**src/rtl/adc_pkg.sv**
```systemverilog
// Shared constants, register map and types for the ADC SPI responder.
package adc_pkg;

  localparam int unsigned NUM_CH     = 8;
  localparam int unsigned CH_W       = 3;
  localparam int unsigned DATA_W     = 12;
  localparam int unsigned FRAME_BITS = 16;
  localparam int unsigned CNT_W      = 4;
  localparam int unsigned FCNT_W     = 8;

  // Rising SCLK edge numbers carrying ADD2, ADD1, ADD0.
  localparam int unsigned ADD2_EDGE  = 3;
  localparam int unsigned ADD1_EDGE  = 4;
  localparam int unsigned ADD0_EDGE  = 5;

  // Byte offsets from the base address.
  localparam int unsigned OFF_CH0      = 32'h00;
  localparam int unsigned OFF_STATUS   = 32'h20;
  localparam int unsigned OFF_MISC     = 32'h24;
  localparam int unsigned WINDOW_BYTES = 32'h28;

  typedef enum logic {
    ST_IDLE  = 1'b0,
    ST_SHIFT = 1'b1
  } state_e;

  // STATUS register layout.
  typedef struct packed {
    logic [14:0]       rsvd_hi;
    logic              active;
    logic [FCNT_W-1:0] frame_cnt;
    logic [4:0]        rsvd_lo;
    logic [CH_W-1:0]   next_ch;
  } status_t;

endpackage

```
**src/rtl/adc_pin_sync.sv**
```systemverilog
// Two-flop synchronizer with a third delay flop for edge detection.
module adc_pin_sync #(
  parameter logic RST_VAL = 1'b0
) (
  input  logic i_clk,
  input  logic i_rst_n,
  input  logic i_pin,
  output logic o_level,
  output logic o_rise_c,
  output logic o_fall_c
);

  logic r_s1;
  logic r_s2;
  logic r_d3;

  // Synchronize the pin and keep one extra stage for edge compare.
  always_ff @(posedge i_clk or negedge i_rst_n) begin
    if (!i_rst_n) begin
      r_s1 <= RST_VAL;
      r_s2 <= RST_VAL;
      r_d3 <= RST_VAL;
    end else begin
      r_s1 <= i_pin;
      r_s2 <= r_s1;
      r_d3 <= r_s2;
    end
  end

  assign o_level  = r_s2;
  assign o_rise_c = r_s2 & ~r_d3;
  assign o_fall_c = ~r_s2 & r_d3;

endmodule

```
**src/rtl/adc_spi_responder.sv**
```systemverilog
// Emulates an 8-channel 12-bit serial ADC on the SPI link; channel values
// are written by the CPU over the memory-mapped IO bus.
module adc_spi_responder
  import adc_pkg::*;
#(
  parameter logic [31:0] BASE_ADDR = 32'hFFFF1100
) (
  input  logic        iCLK,
  input  logic        Reset,
  input  logic        ADC_CS_N,
  input  logic        ADC_SCLK,
  input  logic        ADC_DIN,
  output logic        ADC_DOUT,
  input  logic        wReadEnable,
  input  logic        wWriteEnable,
  input  logic [3:0]  wByteEnable,
  input  logic [31:0] wAddress,
  input  logic [31:0] wWriteData,
  output logic [31:0] wReadData
);

  logic w_cs_lvl, w_cs_rise, w_cs_fall;
  logic w_sclk_lvl, w_sclk_rise, w_sclk_fall;
  logic w_din_lvl, w_din_rise, w_din_fall;

  adc_pin_sync #(.RST_VAL(1'b1)) u_sync_cs (
    .i_clk(iCLK), .i_rst_n(Reset), .i_pin(ADC_CS_N),
    .o_level(w_cs_lvl), .o_rise_c(w_cs_rise), .o_fall_c(w_cs_fall)
  );

  adc_pin_sync #(.RST_VAL(1'b1)) u_sync_sclk (
    .i_clk(iCLK), .i_rst_n(Reset), .i_pin(ADC_SCLK),
    .o_level(w_sclk_lvl), .o_rise_c(w_sclk_rise), .o_fall_c(w_sclk_fall)
  );

  adc_pin_sync #(.RST_VAL(1'b0)) u_sync_din (
    .i_clk(iCLK), .i_rst_n(Reset), .i_pin(ADC_DIN),
    .o_level(w_din_lvl), .o_rise_c(w_din_rise), .o_fall_c(w_din_fall)
  );

  state_e                r_state, w_state_nxt;
  logic [DATA_W-1:0]     r_ch [NUM_CH];
  logic [FRAME_BITS-1:0] r_shift, w_shift_nxt;
  logic [CNT_W-1:0]      r_cnt, w_cnt_nxt, w_cnt_inc;
  logic [CH_W-1:0]       r_pend, w_pend_nxt;
  logic [CH_W-1:0]       r_next_ch, w_next_ch_nxt, w_load_ch;
  logic [FCNT_W-1:0]     r_frame_cnt, w_frame_cnt_nxt;
  logic                  r_dout, w_dout_nxt;
  logic                  w_load;

  logic [31:0]           w_off;
  logic [3:0]            w_word;
  logic                  w_in_win;
  logic                  w_ch_hit;
  status_t               w_status;

  // Status bits and pin-sync outputs this block does not consume.
  logic w_unused;
  assign w_unused = ^{wByteEnable[3:2], wWriteData[31:12], w_cs_lvl,
                      w_sclk_lvl, w_din_rise, w_din_fall};

  assign w_cnt_inc = r_cnt + CNT_W'(1);

  // FSM state register.
  always_ff @(posedge iCLK or negedge Reset) begin
    if (!Reset) r_state <= ST_IDLE;
    else        r_state <= w_state_nxt;
  end

  // Next state, frame sequencing, address capture and shift control.
  always_comb begin
    w_state_nxt     = r_state;
    w_shift_nxt     = r_shift;
    w_cnt_nxt       = r_cnt;
    w_pend_nxt      = r_pend;
    w_next_ch_nxt   = r_next_ch;
    w_frame_cnt_nxt = r_frame_cnt;
    w_load          = 1'b0;
    w_load_ch       = r_next_ch;
    unique case (r_state)
      ST_IDLE: begin
        if (w_cs_fall) begin
          w_state_nxt = ST_SHIFT;
          w_load      = 1'b1;
        end
      end
      ST_SHIFT: begin
        if (w_cs_rise) begin
          w_state_nxt = ST_IDLE;
        end else if (w_sclk_rise) begin
          w_cnt_nxt = w_cnt_inc;
          if (w_cnt_inc == CNT_W'(ADD2_EDGE)) w_pend_nxt[2] = w_din_lvl;
          if (w_cnt_inc == CNT_W'(ADD1_EDGE)) w_pend_nxt[1] = w_din_lvl;
          if (w_cnt_inc == CNT_W'(ADD0_EDGE)) w_pend_nxt[0] = w_din_lvl;
          if (r_cnt == CNT_W'(FRAME_BITS - 1)) begin
            w_next_ch_nxt = r_pend;
            w_load_ch     = r_pend;
            w_load        = 1'b1;
          end
        end else if (w_sclk_fall && (r_cnt != '0)) begin
          w_shift_nxt = {r_shift[FRAME_BITS-2:0], 1'b0};
        end
      end
      default: w_state_nxt = ST_IDLE;
    endcase
    // Frame start: reads the register value before any same-cycle bus write.
    if (w_load) begin
      w_shift_nxt     = FRAME_BITS'(r_ch[w_load_ch]);
      w_cnt_nxt       = '0;
      w_pend_nxt      = '0;
      w_frame_cnt_nxt = r_frame_cnt + FCNT_W'(1);
    end
    w_dout_nxt = (w_state_nxt == ST_SHIFT) ? w_shift_nxt[FRAME_BITS-1] : 1'b0;
  end

  // Serial datapath registers.
  always_ff @(posedge iCLK or negedge Reset) begin
    if (!Reset) begin
      r_shift     <= '0;
      r_cnt       <= '0;
      r_pend      <= '0;
      r_next_ch   <= '0;
      r_frame_cnt <= '0;
      r_dout      <= 1'b0;
    end else begin
      r_shift     <= w_shift_nxt;
      r_cnt       <= w_cnt_nxt;
      r_pend      <= w_pend_nxt;
      r_next_ch   <= w_next_ch_nxt;
      r_frame_cnt <= w_frame_cnt_nxt;
      r_dout      <= w_dout_nxt;
    end
  end

  assign ADC_DOUT = r_dout;

  // Bus address decode within the register window.
  always_comb begin
    w_off    = wAddress - (BASE_ADDR + 32'(OFF_CH0));
    w_in_win = (w_off < 32'(WINDOW_BYTES));
    w_word   = w_off[5:2];
    w_ch_hit = w_in_win && (w_word < 4'(NUM_CH));
  end

  // Channel registers with per-lane write enables.
  always_ff @(posedge iCLK or negedge Reset) begin
    if (!Reset) begin
      for (int i = 0; i < int'(NUM_CH); i++) r_ch[i] <= '0;
    end else if (wWriteEnable && w_ch_hit) begin
      if (wByteEnable[0]) r_ch[w_word[CH_W-1:0]][7:0]  <= wWriteData[7:0];
      if (wByteEnable[1]) r_ch[w_word[CH_W-1:0]][11:8] <= wWriteData[11:8];
    end
  end

  // Combinational read mux.
  always_comb begin
    w_status           = '0;
    w_status.next_ch   = r_next_ch;
    w_status.frame_cnt = r_frame_cnt;
    w_status.active    = (r_state == ST_SHIFT);
    wReadData          = '0;
    if (wReadEnable && w_in_win) begin
      if (w_ch_hit)                                  wReadData = 32'(r_ch[w_word[CH_W-1:0]]);
      else if (w_word == 4'(OFF_STATUS >> 2))        wReadData = w_status;
      else if (w_word == 4'(OFF_MISC >> 2))          wReadData = '0;
    end
  end

endmodule
```
**config.mk**
```make
export PLATFORM = sky130hd
export DESIGN_NAME = adc_spi_responder
export DESIGN_NICKNAME = d
export VERILOG_FILES = /design/src/rtl/adc_pkg.sv /design/src/rtl/adc_pin_sync.sv /design/src/rtl/adc_spi_responder.sv
export SDC_FILE = /design/constraint.sdc
export NUM_CORES = 1
export LEC_CHECK = 0
export ABC_AREA = 1
export CORE_MARGIN = 1.5
export CORE_UTILIZATION = 55
export DETAILED_ROUTE_END_ITERATION = 6
export PLACE_DENSITY = 0.86
export SYNTH_ARGS = -nofsm -noshare
export SYNTH_HDL_FRONTEND = slang
export SYNTH_SLANG_ARGS = --single-unit
export TNS_END_PERCENT = 50
```
**constraint.sdc**
```tcl
create_clock -name iCLK -period 4.6 [get_ports iCLK]
set_input_delay 1.38 -clock iCLK [delete_from_list [all_inputs] [get_ports iCLK]]
set_output_delay 1.38 -clock iCLK [all_outputs]
set_load 0.01 [all_outputs]
```
==> flow_summary.toml, run 1 <==
[synthesis]
synth_seq_area_share_pct = 40.4
ys_top_cells_by_area = "dfrtp_1 (39%), nand2_1 (15%), nand4_1 (8.7%)"
synth-main-ff-cell = "dfrtp_1"
netlist_top_cells_count = "nand2_1 (354), dfrtp_1 (134), nor2_1 (130), nand4_1 (121), inv_1 (89)"
synth_cells = 1214
synthesis.area_mm2 = 0.00869
synth_area_per_cell_um2 = 7.16
synth-seq-cells = 140
yosysTopAreaCell = "dfrtp_1"
synth_top_area_share_pct = 38.6
synth-edff-count = 0
synthMostInstantiatedCell = "nand2_1"
synth_cell_types = 39
synth_warnings = 0
async_reset_ff_share_pct = 100

[floorplan]
row_count = 45
die_h_um = 129
io_pins = 108
die_w_um = 129
initial_core_util_pct = 56.8

[clock_network]
cts.sinks = 140
cts_hold_buf = 0
root_buffer = "clkbuf_16"
htreeDepth = 4
cts_buffer_depth = 2
cts-buffers-inserted = 17

[placed_design]
portBuffers = 68
dp_slack_ps = -1220
hpwl_um = 20100
globalplace.congestion = 0.972

[status]
outcome = "stopped before the end"
error = "[ERROR GRT-0232] Routing congestion too high. Check the congestion heatmap in the GUI."
stop_stage = "5_1_grt"

[global_route]
track_usage_pct = 73.5
grt_max_degree = 94
grt_overflow = 22

[timing]
worst_endpoint_kind = "top-level output"
postGrtWorstEndpoint = "wReadData[2]"
[stage by stage]
step                instance area, um2  util (%)  setup TNS [ps]  instances
floorplan                         8740         -               0       1228
global placement                 10300      67.5          -17830       1558
detailed placement               10300      67.5          -18960       1558
CTS                              11800      77.2           -2170       1670
[per-layer routing]
layer,GRT usage (%),GRT overflow
met3,67.0,0
met1,73.5,1
met2,83.0,9
met4,70.7,12
met5,42.9,0
[cell families after synthesis]
family | Yosys count | synth area share [%]
buffers and inverters | 183 | 9.39
adders and majority gates | 5 | 0.720
and+or+nand+nor | 722 | 37.5
DFF | 140 | 40.4
AOI/OAI and AO/OA | 154 | 11.1
other | 1 | 0.0431
xor gates and xnor gates | 9 | 0.907
[what timing repair did]
item / 4_1_cts
resized for setup: 268
cloned: 1
buffers inserted: 80
setup endpoints to repair: 17
pin swaps: 66
==> inputs of run 2 (changes only) <==
Settings changed: CORE_UTILIZATION 55 to 40, PLACE_DENSITY 0.86 to not set, PLACE_DENSITY_LB_ADDON set to 0.15.
==> run 2 against run 1 <==
  * The flow now finishes, with violations (negative setup slack)
  * Area after synthesis unchanged
  * Synthesized cell count unchanged
==> flow_summary.toml, run 2 <==
[worst_hold_path]
hp-class = "reg2reg"

[clock_network]
htreeDepth = 4
clk_pin_slew_worst_paths_ps = 60
cts.sinks = 140
root_buffer = "clkbuf_16"
cts_tree = "done"
clk_latency_ps = 440
cts_buffer_depth = 2
cts-buffers-inserted = 17

[floorplan]
initial_core_util_pct = 41.1
core_area_mm2 = 0.0212
die_h_um = 150
die_area_mm2 = 0.0226
die_w_um = 150
io_pins = 108
row_count = 53

[power]
power.share.sequential_pct = 40.3
p_comb_share_pct = 15.9
power_mw = 3.24
switching_share_pct = 29.0
clockPowerShare_pct = 43.8
p_sw_uw = 939
peakVddDrop_v = 0.000270
internal_power_mw = 2.30
power_density_mw_per_mm2 = 265
leakagePower_nw = 6.07

[worst_setup_path]
worst_setup_path_start_kind = "input port"
max_stage_delay_ps = 180
cp-end-kind = "output pin"
cp_top_family = "buffers and inverters"
crit_slowest_cell = "nor2_4"
crit_arrival_ps = 3370
crit_buf_inv = 8
worstPathRequired_ps = 3220
worstPathMaxFanout = 4
critPathMostFrequentCell = "nand2_2"
path_class = "in2out"
path_cells = "buf_4, buf_4, inv_2, buf_6, nand2_2, nand3_2, buf_6, nand3_4, nand2_2, nand2_2, inv_2, nand2_2, nor2_4, nand4_1, nor2_4, buf_6, nand3_4, a21oi_2, buf_2"

[placed_design]
hpwl_um = 21800
portBuffers = 68
postPlaceCellArea_mm2 = 0.0105
dp_slack_ps = -1220
globalplace.congestion = 0.945

[synthesis]
synth_cells = 1214
synth-edff-count = 0
netlist_top_cells_count = "nand2_1 (354), dfrtp_1 (134), nor2_1 (130), nand4_1 (121), inv_1 (89)"
synthMostInstantiatedCell = "nand2_1"
yosysTopAreaCell = "dfrtp_1"
async_reset_ff_share_pct = 100
synth_warnings = 0
synth_area_per_cell_um2 = 7.16
ys_top_cells_by_area = "dfrtp_1 (39%), nand2_1 (15%), nand4_1 (8.7%)"
synth-seq-cells = 140
synth_cell_types = 39
synth-main-ff-cell = "dfrtp_1"
synth_top_area_share_pct = 38.6
synth_seq_area_share_pct = 40.4
synthesis.area_mm2 = 0.00869

[run]
maxCapViolCount = 0

[detailed_routing]
drt-initial-drc-count = 896
drc_errors = 0
via_per_inst = 5.70
ant_nets = 0
vias = 9787
finalWirelength_um = 33100
dr.pass1.iters = 6
wl_per_cell_um = 19.2

[global_route]
grt_overflow = 0
antenna_found_initial = 1
grt_pass1_vias = 9648
grt_max_degree = 61
grt_pass1_wl_um = 52000
track_usage_pct = 30.4

[layout]
regMostFlops = "r_ch"
fin_area_mm2 = 0.0122
area_growth_pct = 40.5
fill_cells = 1958
reg_top3 = "r_ch x96, r_shift x16, r_frame_cnt x8"
fin_nets = 1510
drive_above_1_share_pct = 31.5
final_common_cell = "nand2_1"
antenna_cells = 0
largest_reg_flops = 96
layout_common_cells = "nand2_1 (310), buf_4 (172), dfrtp_1 (134)"

[timing]
maxSlewViolCount = 0
finalHoldViolCount = 0
grt_setup_unrepaired = "true"
fmax_mhz = 210
worst_pin_slew_ps = 951
setup_viol = 15
setup_tns_ps = -950
finalCriticalPeriod_ps = 4750
finClkSkew_ps = 11.8
slew_headroom_pct = 36.3
period_share_pct = 103
setup_ws_ps = -152

[status]
violations = "negative setup slack"
outcome = "complete, but fails checks"
run 2: cell counts after synthesis:
Identical to the previous run, type by type.
run 2: power by group through the flow:
stage / Sequential (mW) / Clock [mW] / Combinational, mW
2_1_floorplan: 1.32 / 0 / 0.216
3_3_place_gp: 1.33 / 0 / 0.436
3_5_place_dp: 1.33 / 0 / 0.440
5_1_grt: 1.31 / 1.50 / 0.561
4_1_cts: 1.31 / 1.43 / 0.480
6_report: 1.31 / 1.42 / 0.514
run 2: metrics by stage:
stage	hold slack (ps)	utilization, %	instances
2_1_floorplan	331	-	1228
3_3_place_gp	335	49.9	1637
3_5_place_dp	343	49.9	1637
4_1_cts	358	56.2	1717
5_1_grt	364	57.7	1718
6_report	358	57.7	1718
run 2: layout make-up:
class	instances	area (um2)	share of cell area, %
multi-input combinational	905	5130	42.0
inverter	93	354	2.90
clock buffer	18	439	3.60
tap	275	344	2.82
sequential	140	3510	28.7
clock inverter	14	159	1.30
timing repair buffer	273	2270	18.6
run 2: timing repair:
| item | 4_1_cts | 5_1_grt |
|---|---|---|
| pin swaps | 72 | 87 |
| endpoints found under the setup margin | 17 | 49 |
| resized for setup | 303 | 116 |
| setup buffers | 50 | 8 |
| hold buffers | 0 | 0 |
run 2: kinds of logic (layout without fill, tap and decap cells):
group           after synthesis  count (layout)  synth area share [%]
simple gates                722             722                  37.5
buf+inv                     183             398                  9.39
compound gates              154             154                  11.1
flops                       140             140                  40.4
xor+xnor                      9               9                 0.907
fa+ha+maj                     5               5                 0.720
other cells                   1              15                0.0431
run 2: path summary, 6_finish.rpt:
kind / start / end / slack [ps] / cells after the start
max: wAddress[12] / wReadData[2] / -150 / 19
min: u_sync_sclk.r_s1$_DFF_PN1_ / u_sync_sclk.o_level$_DFF_PN1_ / 360 / 0
max reg2reg: r_cnt[0]$_DFFE_PN0P_ / r_shift[1]$_DFFE_PN0P_ / 1380 / 13
min reg2reg: u_sync_sclk.r_s1$_DFF_PN1_ / u_sync_sclk.o_level$_DFF_PN1_ / 360 / 0
max in group asynchronous: Reset / u_sync_cs.r_s1$_DFF_PN1_ / 2870 / 2
min in group asynchronous: Reset / r_ch[82]$_DFFE_PN0P_ / 930 / 1
run 2: worst reg2reg max path: stages (launching register included):
cell	delay, ps
dfrtp_1	410
ha_1	220
nand2_1	60
inv_1	70
nand3_1	80
nor2_1	260
or2_2	170
o21ai_1	60
buf_4	240
inv_1	740
o21ai_0	230
o221ai_1	280
nand3_1	220
nand3_1	110
run 2: layer usage:
metal  vias to the layer above  part of all wire [%]  track usage [%]
met5                         -                 0.039                0
met4                         2                   4.0             14.4
met1                      4666                    42             40.2
met3                       103                   8.0             5.55
met2                       480                    46             48.1
li1                       4536                     -                -
No activity file was read; power rests on OpenSTA's default activity.
==> inputs of run 3 (changes only) <==
Settings changed: CORE_MARGIN 1.5 to 1.
==> run 3 against run 2 <==
  * The flow still finishes with violations (negative setup slack)
  * Sequential power is essentially flat
  * Die area shrank 1.3%
  * Critical endpoint is now wReadData[1]
  * Fmax shrank 1.5%
  * Highest routed layer is now met4
  * Clock power shrank 3%
  * Sequential cell count is the same
==> flow_summary.toml, run 3 (same netlist as run 2, synthesis figures left out) <==
[timing]
period_share_pct = 105
setup_ws_ps = -225
fmax_mhz = 207
setup_viol = 15
worst_pin_slew_ps = 991
grt_setup_unrepaired = "true"
finalCriticalPeriod_ps = 4820
finalHoldViolCount = 0
maxSlewViolCount = 0
slew_headroom_pct = 33.9
finClkSkew_ps = 11.2

[detailed_routing]
ant_nets = 0
drt-initial-drc-count = 1218
wl_per_cell_um = 19.5
drc_errors = 0
via_per_inst = 5.75
vias = 10077
dr.pass1.iters = 6
finalWirelength_um = 34100

[layout]
largest_reg_flops = 96
regMostFlops = "r_ch"
reg_top3 = "r_ch x96, r_shift x16, r_frame_cnt x8"
area_growth_pct = 41.9
antenna_cells = 0
layout_common_cells = "nand2_1 (318), buf_4 (213), dfrtp_1 (134)"
final-instance-count-excl-fill = 1751
fin_nets = 1543
final_common_cell = "nand2_1"
drive_above_1_share_pct = 31.0
fill_cells = 1855
fin_area_mm2 = 0.0123

[worst_setup_path]
worstRegToRegCells = 13
worst_setup_path_start_kind = "input port"
crit_arrival_ps = 3440
worstPathMaxFanout = 5
path_class = "in2out"
worstPathRequired_ps = 3220
cp-end-kind = "output pin"

[placed_design]
globalplace.congestion = 0.918
hpwl_um = 21800
dp_slack_ps = -1180
postPlaceCellArea_mm2 = 0.0106
portBuffers = 68
dp.cells = 1638

[global_route]
antenna_found_initial = 0
grt_overflow = 0
grt_pass1_wl_um = 52700
grt_pass1_vias = 9748
grt_max_degree = 91
track_usage_pct = 31.2

[power]
power.share.sequential_pct = 40.8
leakagePower_nw = 6.18
p_sw_uw = 913
clockPowerShare_pct = 43.0
internal_power_mw = 2.30
switching_share_pct = 28.4
p_comb_share_pct = 16.3
power_density_mw_per_mm2 = 261
peakVddDrop_v = 0.000259

[status]
violations = "negative setup slack"
outcome = "complete, but fails checks"

[floorplan]
die_h_um = 149
initial_core_util_pct = 41.1
die_area_mm2 = 0.0223
core_area_mm2 = 0.0212
io_pins = 108
die_w_um = 149
row_count = 53

[clock_network]
cts_buffer_depth = 2
clk_latency_ps = 430
htreeDepth = 4
cts_hold_buf = 0
clk_pin_slew_worst_paths_ps = 60
cts_tree = "done"
cts-buffers-inserted = 17
cts.sinks = 140
root_buffer = "clkbuf_16"

[worst_hold_path]
hp-class = "reg2reg"
min_path_cells = 0

[run]
maxCapViolCount = 0
-- run 3: cell count changes in the layout (fill, tap and decap cells not counted), moves of 3 or more --
cell	delta
nor2_1	+6
inv_6	-3
clkinv_2	+3
nand2_4	-8
nor2_2	-3
inv_2	-12
inv_1	+12
nor2_4	-3
nand3_1	+3
nand2_1	+8
buf_4	+41
buf_6	-10
-- run 3: metrics by stage --
stage / util, % / TNS [ps] / total power, mW / hold slack (ps)
2_1_floorplan: - / 0 / 1.54 / 331
3_3_place_gp: 50.0 / -17790 / 1.77 / 341
3_5_place_dp: 50.0 / -18340 / 1.77 / 347
4_1_cts: 56.9 / -3950 / 3.20 / 356
5_1_grt: 58.3 / -4450 / 3.33 / 365
6_report: 58.3 / -1890 / 3.21 / 356
-- run 3: layout make-up --
cell class | instances | area [um2] | share of cell area (%)
Clock buffer | 19 | 443 | 3.59
Clock inverter | 13 | 143 | 1.16
Inverter | 93 | 352 | 2.85
Multi-Input combinational cell | 905 | 5050 | 41.0
Sequential cell | 140 | 3510 | 28.5
Tap cell | 275 | 344 | 2.79
Timing Repair Buffer | 306 | 2490 | 20.2
-- run 3: final timing paths --
check                                           start                            end  slack, ps
setup / recovery                         wAddress[18]                   wReadData[1]       -220
hold / removal             u_sync_sclk.r_s1$_DFF_PN1_  u_sync_sclk.o_level$_DFF_PN1_        360
setup reg to reg                 r_cnt[0]$_DFFE_PN0P_         r_shift[1]$_DFFE_PN0P_       1380
hold reg to reg            u_sync_sclk.r_s1$_DFF_PN1_  u_sync_sclk.o_level$_DFF_PN1_        360
max in group asynchronous                       Reset           r_ch[38]$_DFFE_PN0P_       2790
min in group asynchronous                       Reset           r_ch[58]$_DFFE_PN0P_       1020
-- run 3: worst max-delay path, cell delays in order --
cell	delay, ps
buf_8	90
buf_6	80
nand4_1	200
buf_4	230
nor2_4	110
inv_2	80
nand3_4	80
nand4_1	130
nor2_4	140
nand4_1	140
nor2_4	220
buf_6	160
nand3_4	60
a21oi_2	180
buf_2	150
-- run 3: power groups by stage --
stage                     clock network, mW  logic [mW]  registers (mW)
after floorplan                           0       0.216            1.32
after global placement                    0       0.435            1.33
after detailed placement                  0       0.438            1.33
after CTS                              1.39       0.492            1.31
after global routing                   1.45       0.566            1.32
final                                  1.38       0.522            1.31
-- run 3: layer usage --
metal  GRT usage, %  vias to the layer above  routed length, um
met5              0                        -                  0
met4           14.9                        0               1730
met3           6.98                      156               3400
met2           49.0                      590              15400
met1           40.5                     4728              13600
li1               -                     4603                  -
-- run 3: timing repair --
action,in CTS,in global routing
setup buffers,75,14
endpoints found under the hold margin,0,0
endpoints found under the setup margin,17,49
pin swaps,72,73
gates resized for setup,280,87
==> inputs of run 4 (changes only) <==
Settings changed: CAP_MARGIN set to 20.
==> results of run 4 <==
Final layout, timing and power as in run 3 (identical DEF).
